<file path="src/rtl/scan_ctrl_pkg.sv">
// Shared types for the scan chain controller.
// State encoding used by scan_chain_ctrl and its variants.
package scan_ctrl_pkg;

  localparam int STATE_W = 3;

  typedef enum logic [STATE_W-1:0] {
    IDLE    = 3'd0,
    LOAD    = 3'd1,
    CAPTURE = 3'd2,
    UNLOAD  = 3'd3,
    REPORT  = 3'd4
  } state_t;

endpackage

</file>
<file path="src/rtl/scan_resp_cmp.sv">
// Masked response compare: flags any unmasked bit that differs.
// Purely combinational so multi-chain variants can share it.
module scan_resp_cmp #(
  parameter int W = 32
) (
  input  logic [W-1:0] RESP,
  input  logic [W-1:0] EXP,
  input  logic [W-1:0] MASK,
  output logic         MISMATCH
);

  assign MISMATCH = |((RESP ^ EXP) & MASK);

endmodule

</file>
<file path="src/rtl/scan_chain_ctrl.sv">
// Load / capture / unload / compare sequencer for one mux-scan chain.
// SE and SI are registered so the chain never sees decode glitches.
module scan_chain_ctrl
  import scan_ctrl_pkg::*;
#(
  parameter int CHAIN_LEN = 32,
  parameter int CNT_W     = $clog2(CHAIN_LEN)
) (
  input  logic                 CLK,
  input  logic                 RST,
  input  logic                 START,
  input  logic [CHAIN_LEN-1:0] PAT,
  input  logic [CHAIN_LEN-1:0] EXP,
  input  logic [CHAIN_LEN-1:0] MASK,
  output logic                 SE,
  output logic                 SI,
  input  logic                 SO,
  output logic                 BUSY,
  output logic                 DONE,
  output logic [CHAIN_LEN-1:0] RESP,
  output logic                 FAIL
);

  state_t state, state_n;

  logic [CNT_W-1:0]     cnt, cnt_n;
  logic [CNT_W-1:0]     nxt_idx;
  logic                 last;
  logic                 se_n, si_n;
  logic [CHAIN_LEN-1:0] pat_q, exp_q, mask_q;
  logic                 fail_q;
  logic                 mismatch;

  assign last    = (cnt == CNT_W'(CHAIN_LEN-1));
  // Bit that goes out on the next LOAD cycle, MSB first.
  assign nxt_idx = CNT_W'(CHAIN_LEN-2) - cnt;

  always_comb begin
    state_n = state;
    cnt_n   = cnt;
    se_n    = 1'b0;
    si_n    = 1'b0;
    unique case (state)
      IDLE: begin
        if (START) begin
          state_n = LOAD;
          cnt_n   = '0;
          se_n    = 1'b1;
          si_n    = PAT[CHAIN_LEN-1];
        end
      end
      LOAD: begin
        if (last) begin
          state_n = CAPTURE;
          cnt_n   = '0;
        end else begin
          cnt_n = cnt + 1'b1;
          se_n  = 1'b1;
          si_n  = pat_q[nxt_idx];
        end
      end
      CAPTURE: begin
        state_n = UNLOAD;
        se_n    = 1'b1;
      end
      UNLOAD: begin
        if (last) begin
          state_n = REPORT;
          cnt_n   = '0;
        end else begin
          cnt_n = cnt + 1'b1;
          se_n  = 1'b1;
        end
      end
      REPORT:  state_n = IDLE;
      default: state_n = IDLE;
    endcase
  end

  always_ff @(posedge CLK) begin
    if (RST) begin
      state <= IDLE;
      cnt   <= '0;
      SE    <= 1'b0;
      SI    <= 1'b0;
    end else begin
      state <= state_n;
      cnt   <= cnt_n;
      SE    <= se_n;
      SI    <= si_n;
    end
  end

  always_ff @(posedge CLK) begin
    if (RST) begin
      pat_q  <= '0;
      exp_q  <= '0;
      mask_q <= '0;
      RESP   <= '0;
      fail_q <= 1'b0;
    end else begin
      if (state == IDLE && START) begin
        pat_q  <= PAT;
        exp_q  <= EXP;
        mask_q <= MASK;
      end
      if (state == UNLOAD)
        RESP <= {RESP[CHAIN_LEN-2:0], SO};
      if (state == REPORT)
        fail_q <= mismatch;
    end
  end

  scan_resp_cmp #(
    .W (CHAIN_LEN)
  ) u_cmp (
    .RESP     (RESP),
    .EXP      (exp_q),
    .MASK     (mask_q),
    .MISMATCH (mismatch)
  );

  assign BUSY = (state != IDLE);
  assign DONE = (state == REPORT);
  // Live compare during REPORT, latched copy afterwards.
  assign FAIL = DONE ? mismatch : fail_q;

endmodule

</file>
<file path="config.mk">
export PLATFORM = sky130hd
export DESIGN_NAME = scan_chain_ctrl
export DESIGN_NICKNAME = d
export VERILOG_FILES = /design/src/rtl/scan_ctrl_pkg.sv /design/src/rtl/scan_resp_cmp.sv /design/src/rtl/scan_chain_ctrl.sv
export SDC_FILE = /design/constraint.sdc
export NUM_CORES = 1
export LEC_CHECK = 0
export CELL_PAD_IN_SITES_DETAIL_PLACEMENT = 1
export CELL_PAD_IN_SITES_GLOBAL_PLACEMENT = 1
export CORE_UTILIZATION = 32
export DETAILED_ROUTE_END_ITERATION = 6
export PLACE_DENSITY = 0.78
export SLEW_MARGIN = 20
export SYNTH_ARGS = -nofsm -noshare
export SYNTH_HDL_FRONTEND = slang
export SYNTH_SLANG_ARGS = --single-unit
export TNS_END_PERCENT = 10
</file>
<file path="constraint.sdc">
create_clock -name CLK -period 1.8 [get_ports CLK]
set_clock_uncertainty 0.05 [all_clocks]
set_input_delay 0.27 -clock CLK [delete_from_list [all_inputs] [get_ports CLK]]
set_output_delay 0.27 -clock CLK [all_outputs]
set_load 0.005 [all_outputs]
</file>
Word level (Yosys, flattened, before mapping)
Cells that the tools add are included.
{ "totals": {"reg_bits": 139, "input_bits": 100, "out_inout_bits": 37, "word_cells": 46} }
{ "op_classes": {"addsub": 2, "n_lt_le_gt_ge": 1, "eq_ne": 8, "mux": 16, "bitwise_logic": 2, "n_reduce_logical": 8} }
{ "op_table": {"columns": ["op", "count"], "rows": [
  ["AND 32 bit", 1],
  ["OR reduction 32 bit", 1],
  ["XOR 32 bit", 1],
  ["one-hot mux 3 bit (4 select lines)", 1],
  ["2-to-1 mux 5 bit", 2],
  ["one-hot mux 5 bit (2 select lines)", 1],
  ["2-to-1 mux 3 bit", 3],
  ["== test 3 x 2 -> 1 bit (second input constant)", 2],
  ["less-than comparator 5 x 6 -> 1 bit (second input constant)", 1],
  ["2-to-1 mux 1 bit", 6],
  ["inequality test 2 bit (second input constant)", 3],
  ["adder 5 x 1 -> 5 bit (second input constant)", 1],
  ["binary-select mux 1 bit (select 5 bit)", 1],
  ["== test 5 bit (second input constant)", 1],
  ["subtractor 5 bit (first input constant)", 1],
  ["== test 3 x 1 -> 1 bit (second input constant)", 1],
  ["== test 3 bit (second input constant)", 1],
  ["zero test 3 bit", 1],
  ["one-hot mux 1 bit (3 select lines)", 1],
  ["AND reduction 3 bit", 1],
  ["nonzero test 3 bit", 1],
  ["one-hot mux 1 bit (2 select lines)", 1],
  ["AND reduction 2 bit", 1],
  ["nonzero test 2 bit", 1],
  ["2 further kinds", 2]
]} }

Logic depth before layout (Yosys ltp)
{ "logic_depth": {"word_depth": 5, "depth_mapped": 8, "ltp_nobuf": 7} }

By module
From an unflattened synthesis, not the netlist that was laid out.
{ "unflattened": {"hier_cells": 690, "area_unflattened_um2": 5655.4} }
{ "modules_own_cells": {"columns": ["module", "n_inst", "cells_per_inst", "area_each_um2", "seq_area_each_um2"], "rows": [
  ["scan_chain_ctrl", 1, 637, 5222.5, 2782.7],
  ["scan_resp_cmp", 1, 53, 432.9, 0.0]
]} }

Worst setup path before layout
No wires, ideal clock.
{ "synth_timing": {"kind": "register -> register", "from": "register cnt[0]", "to": "register SI", "setup_time_ns": 0.118, "t_arrival_ns": 1.587, "required_time_ns": 1.632, "path_slack_ns": 0.045, "stages_incl_launch_ff": 8, "n_path_buf": 1, "period_less_slack_ns": 1.755, "path_cell_list": "dfxtp_1 -> ha_1 -> buf_1 -> mux4_2 -> mux2i_1 -> nand2_1 -> a21oi_1 -> o21ai_1"} }
{ "synth_between": {"elab_chain_cells": 5, "word_cells_on_any_way": 6, "cone_classes": "1 x add/sub; 1 x eq/ne; 4 x mux"} }
{ "synth_lines": {"columns": ["item", "line_no", "source"], "rows": [
  ["from (decl)", "scan_chain_ctrl.sv:26", "logic [CNT_W-1:0] cnt, cnt_n;"],
  ["from (signal assigned)", "scan_chain_ctrl.sv:88", "cnt <= cnt_n;"],
  ["subtractor 5 bit", "scan_chain_ctrl.sv:36", "assign nxt_idx = CNT_W'(CHAIN_LEN-2) - cnt;"],
  ["binary-select mux 1 bit (select 5 bit)", "scan_chain_ctrl.sv:59", "si_n = pat_q[nxt_idx];"],
  ["2-to-1 mux 1 bit (implied by the code)", "scan_chain_ctrl.sv:59", null],
  ["2-to-1 mux 1 bit *", "scan_chain_ctrl.sv:53", "if (last) begin"],
  ["one-hot mux 1 bit (2 select lines) *", "scan_chain_ctrl.sv:43", "unique case (state)"],
  ["to (signal assigned)", "scan_chain_ctrl.sv:90", "SI <= si_n;"],
  ["to (decl)", "scan_chain_ctrl.sv:16", "output logic SI,"]
]} }
Every way passes the cells marked *; elsewhere a longest branch is shown, timed or not. The select of a mux whose other input is x is not followed.
A chain may end at the register's enable or synchronous reset.

Worst setup path after layout
{ "layout_timing": {"from": "register RESP[16]", "to": "output port FAIL"} }
{ "layout_between": {"elab_chain_cells": 4} }
{ "layout_lines": {"columns": ["item", "line_no", "source"], "rows": [
  ["from (decl)", "scan_chain_ctrl.sv:20", "output logic [CHAIN_LEN-1:0] RESP,"],
  ["from (signal assigned)", "scan_chain_ctrl.sv:108", "RESP <= {RESP[CHAIN_LEN-2:0], SO};"],
  ["XOR 32 bit", "scan_resp_cmp.sv:12", "assign MISMATCH = |((RESP ^ EXP) & MASK);"],
  ["AND 32 bit", "scan_resp_cmp.sv:12", null],
  ["OR reduction 32 bit", "scan_resp_cmp.sv:12", null],
  ["2-to-1 mux 1 bit", null, null],
  ["to (decl)", "scan_chain_ctrl.sv:21", "output logic FAIL"]
]} }
No other way between the ends.

==> flow_summary.json <==
{
  "status": "finished with violations",
  "violations": "setup timing",
  "rows": 48,
  "synthCells": 693,
  "crit_family": "simple AND/OR/NAND/NOR gates",
  "place.gp.congestion": 0.782,
  "core_area_um2": 17200,
  "rsz0062_at_grt": "yes",
  "ant_nets": 0,
  "place_ws_ns": -0.199,
  "finalMaxSlewViolations": 0,
  "power_density_nw_per_um2": 951,
  "yosysTopAreaCellShare": 0.493,
  "r2r-start": "cnt[0]$_SDFFE_PP0P_",
  "cp_max_fo": 2,
  "die_w_um": 135,
  "critPathKind": "reg2out",
  "worst_ep_arrival_time_ns": 1.76,
  "antenna_found_initial": 0,
  "end_kind": "output port",
  "synth_warnings": 0,
  "fin_nets": 960,
  "initial_core_util": 0.328,
  "drtIter0Drc": 277,
  "cp-start-kind": "flop",
  "timing.critical_path.buf_inv": 1,
  "first_pass_iters": 4,
  "synth_seq_cells": 139,
  "final_layout_size_suffix_gt1_frac": 0.144,
  "synth_edf_count": 0,
  "drc": 0,
  "post_cts_buffers": 0,
  "final_util": 0.486,
  "grt_pass1_wl_um": 29500,
  "ys.flop_type": "dfxtp_1",
  "tightest_slew_ns": 0.554,
  "port_buffers": 136,
  "track_usage": 0.213,
  "yosysTopAreaCell": "dfxtp_1",
  "cts_tree": "yes",
  "first_global_vias": 5593,
  "wl_per_cell_um": 16.9,
  "hold_start": "RST",
  "grt_max_degree": 49,
  "fin_crit_sh": 1.15,
  "synth_async_sr_flop_share": 0,
  "cp_slowest_cell": "dfxtp_1",
  "period_needed_ns": 2.08,
  "dieHeight_um": 135,
  "holdWs_ns": 0.286,
  "relSlewSlack": 0.631,
  "hold_violations": 0,
  "cts_made_buffers": 17,
  "setup_slack_ns": -0.275,
  "p_leak_nw": 3.31,
  "crit_start": "RESP[16]$_SDFFE_PP0P_",
  "peakVddDrop_mv": 0.790,
  "hpwl_um": 12300,
  "num_io_pins": 137,
  "cap_viol_max_count": 0,
  "area_delta_synth_final_pct": 48.4,
  "synth_area_per_cell_um2": 8.15,
  "synth_common_cells": "265 x nand2_1, 139 x dfxtp_1, 133 x a21oi_1, 34 x xor2_1, 23 x clkbuf_1",
  "seq_area_frac_synth": 0.493,
  "slowest_delay_ns": 0.33,
  "path_clk_slew_ns": 0.06,
  "antenna_cells": 0,
  "path_cells": "xor2_1, a22oi_2, nand4_1, nor2_2, a31oi_2, buf_2",
  "design_power_total_w": 0.00797,
  "yosysUniqueCellTypes": 36,
  "clockRootBuffer": "clkbuf_16",
  "clk_latency_ns": 0.42,
  "grt_remaining_overflow": 0,
  "clkSinkCount": 139,
  "hold_path_class": "in2reg",
  "vias_per_cell": 4.92,
  "h-tree-depth": 4,
  "synth.area.top_cells": "dfxtp_1 49%, nand2_1 18%, a21oi_1 12%, xor2_1 5.3%, a22oi_1 1.9%",
  "wirelength_um": 18500,
  "clock_path_buffers": 2,
  "required_ns": 1.48,
  "synth.most_common_cell": "nand2_1",
  "syn-cell-area_um2": 5650,
  "die_area_um2": 18200,
  "rrSetupSlack_ns": -0.04,
  "synth_nets": 796,
  "num_vias": 5381,
  "fmax_mhz": 482,
  "setup_viol": 2
}
[registers in the layout, summed over array words and instances, names as in the netlist]
name and cells:
RESP 32, SE 1, SI 1, cnt 5, exp_q 32, fail_q 1
mask_q 32, pat_q 32, state 3
[cell type report]
cell class	count	area, µm²
flip-flops and latches	139	2800
inverters	1	3.75
clock buffers	18	429
fillers	2013	8860
repair buffers	192	1910
well taps	225	282
clock inverters	13	213
multi-input cells	506	2750
[metal layers]
| metal | GRT usage | wire [µm] | vias up | share of wire |
|---|---|---|---|---|
| li1 | - | - | 2622 | - |
| met1 | 0.274 | 8360 | 2591 | 0.45 |
| met2 | 0.350 | 8900 | 139 | 0.48 |
| met3 | 0.0507 | 902 | 29 | 0.049 |
| met4 | 0.0762 | 341 | 0 | 0.018 |
| met5 | 0 | 0 | - | 0 |
[what timing repair did]
action	CTS	global route
hold buffers	0	0
pin swaps	9	6
endpoints found under the setup margin	4	7
resized for setup	27	12
cloned	0	0
[report_power, final]
part	internal, W	total, W	switching, W
combinational	0.000409	0.000786	0.000377
sequential	0.00321	0.00329	0.0000846
clock	0.00247	0.00389	0.00142
[path summary, 6_finish.rpt]
path	cells after the start	endpoint
min	2	cnt[3]$_SDFFE_PP0P_
max reg2reg	7	SI$_SDFF_PP0_
min reg2reg	2	pat_q[17]$_SDFFE_PP0P_
max	6	FAIL
[kinds of logic after synthesis]
logic type      Yosys count  share of synthesized area
fa+ha+maj                 3                    0.00665
compound gates          154                      0.146
xor+xnor                 37                     0.0587
mux                      12                     0.0417
buf+inv                  48                     0.0421
flops                   139                      0.493
simple gates            300                      0.212
[placed cells by master, fill, tap and decap left out, types with 2 or more instances in the layout]
master,synthesis,final
o21ai_1,2,2
a21oi_1,133,132
nand2_1,265,264
mux2i_1,4,4
clkdlybuf4s50_1,0,132
nand4_1,5,5
dfxtp_1,139,129
xor2_1,34,27
nor2_1,9,7
buf_12,0,10
nor2_2,0,2
xor2_2,1,8
bufinv_16,0,5
nand3_1,7,6
mux4_2,4,4
dfxtp_2,0,10
clkbuf_16,0,17
xnor2_1,2,2
nor3_1,3,3
a22oi_2,0,6
ha_1,3,3
clkinv_2,0,2
a22oi_1,14,8
mux4_1,4,4
inv_6,0,5
buf_4,2,44
buf_6,4,3
dlygate4sd2_1,0,2
o311a_1,2,2
[per-stage QoR]
step	instance area [µm²]	cells	setup TNS, ns
5_1_grt	8380	1094	-0.529
6_report	8380	1094	-0.314
2_1_floorplan	5650	693	0
3_3_place_gp	7610	1063	-0.276
4_1_cts	8340	1094	-0.333
3_5_place_dp	7610	1063	-0.374
Note: power is estimated with default switching activity, not from simulation.
